### config.mk
export PLATFORM = sky130hd
export DESIGN_NAME = prog_sequencer
export DESIGN_NICKNAME = d
export VERILOG_FILES = /design/src/rtl/prog_sequencer.sv
export SDC_FILE = /design/constraint.sdc
export NUM_CORES = 1
export LEC_CHECK = 0
export ABC_AREA = 1
export CORE_ASPECT_RATIO = 1.1
export CORE_MARGIN = 2
export CORE_UTILIZATION = 50
export CTS_CLUSTER_SIZE = 10
export DETAILED_ROUTE_END_ITERATION = 7
export PLACE_DENSITY = 0.8
export SYNTH_ARGS = -nofsm -noshare
export SYNTH_HDL_FRONTEND = slang
export SYNTH_SLANG_ARGS = --single-unit
export TNS_END_PERCENT = 20
### constraint.sdc
create_clock -name CLK -period 1.85 [get_ports CLK]
set_clock_uncertainty 0.15 [all_clocks]
set_input_delay 0.185 -clock CLK [delete_from_list [all_inputs] [get_ports CLK]]
set_output_delay 0.185 -clock CLK [all_outputs]
set_load 0.05 [all_outputs]
### src/rtl/prog_sequencer.sv
// prog_sequencer: fetch-side PC and program-state sequencer.
// Runs programs 1..3 in turn, then drops back to idle.
// Ports:
//   CLK, Reset (async, active-high)
//   Start, Halt, BranchEn, BranchTarget[9:0] : control inputs
//   PC[9:0], ProgState[1:0], Running, Done,
//   CycleCount[15:0] : registered status (Running is derived)
module prog_sequencer #(
  parameter logic [9:0] P1_START = 10'd0,
  parameter logic [9:0] P2_START = 10'd64,
  parameter logic [9:0] P3_START = 10'd256
) (
  input  logic        CLK,
  input  logic        Reset,
  input  logic        Start,
  input  logic        Halt,
  input  logic        BranchEn,
  input  logic [9:0]  BranchTarget,
  output logic [9:0]  PC,
  output logic [1:0]  ProgState,
  output logic        Running,
  output logic        Done,
  output logic [15:0] CycleCount
);

  localparam logic [1:0] S_IDLE = 2'b00;
  localparam logic [1:0] S_P1   = 2'b01;
  localparam logic [1:0] S_P2   = 2'b10;
  localparam logic [1:0] S_P3   = 2'b11;

  logic        idle;
  logic [15:0] cnt_inc;

  assign idle    = (ProgState == S_IDLE);
  assign Running = !idle && !Done;

  // Saturating increment: holds at all-ones.
  assign cnt_inc = (CycleCount == 16'hFFFF)
                 ? CycleCount
                 : CycleCount + 16'd1;

  always_ff @(posedge CLK or posedge Reset) begin
    if (Reset) begin
      PC         <= 10'd0;
      ProgState  <= S_IDLE;
      Done       <= 1'b0;
      CycleCount <= 16'd0;
    end else if (idle) begin
      if (Start) begin
        ProgState  <= S_P1;
        PC         <= P1_START;
        Done       <= 1'b0;
        CycleCount <= 16'd0;
      end
    end else if (!Done) begin
      CycleCount <= cnt_inc;
      if (Halt) begin
        Done <= 1'b1;
      end else if (BranchEn) begin
        PC <= BranchTarget;
      end else begin
        PC <= PC + 10'd1;
      end
    end else if (Start) begin
      Done       <= 1'b0;
      CycleCount <= 16'd0;
      unique case (ProgState)
        S_P1: begin
          ProgState <= S_P2;
          PC        <= P2_START;
        end
        S_P2: begin
          ProgState <= S_P3;
          PC        <= P3_START;
        end
        default: begin
          ProgState <= S_IDLE;
          PC        <= 10'd0;
        end
      endcase
    end
  end

endmodule

==> flow_summary.toml <==
[finish]
syn2layout_area_growth_pct = 30.6
post-route-util_pct = 66.8
layout_commonest_cell = "nand2_1"
finalNonFillerCells = 386
final_nets = 353
layout-drive-gt1-share_pct = 22.8
antenna_cells = 0
layout_common_cells = "nand2_1 (75), buf_4 (39), nor2_1 (32)"

[power_and_ir_drop]
max-vdd-ir-drop_mv = 0.740
p_comb_share_pct = 60.5
power.share.clock_pct = 12.1
sequentialPowerShare_pct = 27.4
leakage_nw = 1.30
swShare_pct = 53.0
power_density_mw_per_mm2 = 1570
p_sw_mw = 2.16
p_int_mw = 1.91

[global_routing]
grtUsageTotal_pct = 23.7
overflow = 0
grt_pass1_vias = 1902
grt_antenna_before_repair = 0
grt_pass1_wl_um = 8480
grt_max_degree = 30

[synthesis]
ys_seq_area_share_pct = 36.6
ys_ff_latch = 29
yosysTopAreaCellShare_pct = 36.6
synthCells = 274
yosys.area.top_type = "dfrtp_1"
syn_nets = 294
netlist_top_cells_area = "dfrtp_1 (37%), nand2_1 (14%), nand3_1 (7.6%)"
synth_area_per_cell_um2 = 7.23
synth_cell_types = 30
syn_area_mm2 = 0.00198
ys_warn_count = 0

[cts]
clk_pin_slew_ps = 60
htreeDepth = 2
ctsHoldBuffers = 0
cts_tree = "yes"
clk_latency_ps = 280
clock_path_buffers = 2
cts_setup_buffers = 0
cts-root-buf = "clkbuf_8"
clkSinkCount = 29
cts_inserted_buffers = 5

[flow_run]
drv_cap = 0

[detailed_routing]
dr_total_vias = 1958
detail_route.iter0.violations = 173
drc_errors = 0
drtAntennaViolNets = 0
dr_wl_met2_um = 2240
drt_pass1_iterations = 5
wl_per_cell_um = 12.3
m1WireLength_um = 2170
top_layer = "met4"
wl_met3_um = 267
avgViaCountPerCell = 5.07
finalWirelength_um = 4740

[placed_design]
io_buffers = 44
dp_slack_ps = 82.4
routabilityCongestion = 0.886
dpl.hpwl_um = 3610
dp_cells = 378

[floorplan]
die-height_um = 70.0
core_area_mm2 = 0.00387
ios = 45
rows = 24
dieArea_mm2 = 0.00448
die_w_um = 64.0
initial_core_util_pct = 51.1

[timing]
max_slew.worst_pin.slew_ps = 485
slew_viol_final = 0
period_minus_slack_ps = 1790
maxSlewHeadroom_pct = 67.5
fmax_ghz = 0.560
setup_viol = 0
period_share_pct = 96.5
hold_violations = 0
fin_ws_ps = 64.8
rsz0062_at_grt = "no"

[setup_path]
cp_slowest_stage_delay_ps = 810
cp-start-kind = "register"
end_kind = "output pin"
critical_path.top_delay_family = "buffers and inverters"
critPathArrivalTime_ps = 1450
worstSetupPathType = "register to output pin"
crit_slowest_cell = "clkdlybuf4s50_1"
path_cells = "clkdlybuf4s50_1"
worstPathMaxFanout = 3
cp.required_ps = 1510
crit_buf_inv = 1

[min_path]
min_path_type = "input port to async pin"

[outcome]
status = "finished clean"
[power groups by stage]
| stage | clock, mW | combinational (mW) | sequential [mW] |
|---|---|---|---|
| floorplan | 0 | 1.08 | 1.76 |
| global placement | 0 | 2.36 | 1.11 |
| detailed placement | 0 | 2.39 | 1.12 |
| CTS | 0.509 | 2.42 | 1.11 |
| global route | 0.534 | 2.66 | 1.15 |
| finish | 0.492 | 2.46 | 1.12 |
[state kept, by name (all words and copies together) (netlist names)]
signal / flops
CycleCount: 16
PC: 10
ProgState: 2
Done: 1
[final timing paths]
check                              from            end  slack (ps)  cells after the start
min                               Reset  CycleCount[3]         130                      3
max                               PC[3]          PC[3]          60                      1
max in group asynchronous         Reset   ProgState[0]        1110                      3
min in group CLK                  PC[9]          PC[9]         410                      2
max reg2reg                ProgState[0]          PC[1]         150                     11
min reg2reg                       PC[9]          PC[9]         410                      2
[routing by layer]
layer	GRT usage (%)	vias up
li1	-	997
met1	31.4	898
met2	37.6	58
met3	5.48	5
met4	8.45	0
met5	0	-
[timing repair]
action                     CTS  global route
gates cloned                 0             0
setup endpoints to repair    1             5
gates resized for setup      2             4
[metrics by stage]
step / cell area, um^2 / hold slack, ps / total power [mW] / TNS [ps]
after global routing: 2590 / 179 / 4.34 / 0
after detailed placement: 2490 / 394 / 3.51 / 0
final: 2590 / 127 / 4.07 / 0
after CTS: 2570 / 144 / 4.04 / 0
after floorplan: 2000 / 113 / 2.84 / -23.4
after global placement: 2490 / 390 / 3.47 / 0
[worst min-delay path: stages]
cell             delay [ps]
clkdlybuf4s50_1         390
inv_1                    50
buf_4                   340
[Yosys cell counts]
cell type and number:
o21ai_0 19, nand2_1 75, nand2_4 3, nand2_2 3
or2_2 1, clkbuf_1 1, nor2_4 3, buf_12 1
buf_2 1, o31ai_1 1, nor2_1 32, and2_1 1
nand3_1 30, inv_1 30, xor2_1 6, a21oi_2 1
o22ai_1 1, nand4_1 7, buf_6 1, and3_1 1
nand4_4 1, mux2i_1 1, nor3_1 3, a21oi_1 4
o21ai_2 4, xnor2_1 3, dfrtp_1 29, ha_1 5
nand3_2 3, inv_2 3
[area by class of cell]
type / instances / area (um^2)
fillers: 336 / 1290
multi-input cells: 208 / 1100
flip-flops and latches: 29 / 731
repair buffers: 56 / 478
inverters: 33 / 129
clock buffers: 8 / 80.1
well taps: 52 / 65.1
[cell families (layout without fill, tap and decap cells)]
| family | after synthesis | in the layout | synth area share [%] |
|---|---|---|---|
| adders and majority gates | 5 | 5 | 3.16 |
| muxes | 1 | 1 | 0.505 |
| DFF | 29 | 29 | 36.6 |
| and+or+nand+nor | 163 | 163 | 38.7 |
| buffers and inverters | 37 | 97 | 8.28 |
| xor gates and xnor gates | 9 | 9 | 3.98 |
| AOI/OAI and AO/OA | 30 | 30 | 8.72 |
No activity file was read; power rests on OpenSTA's default activity.
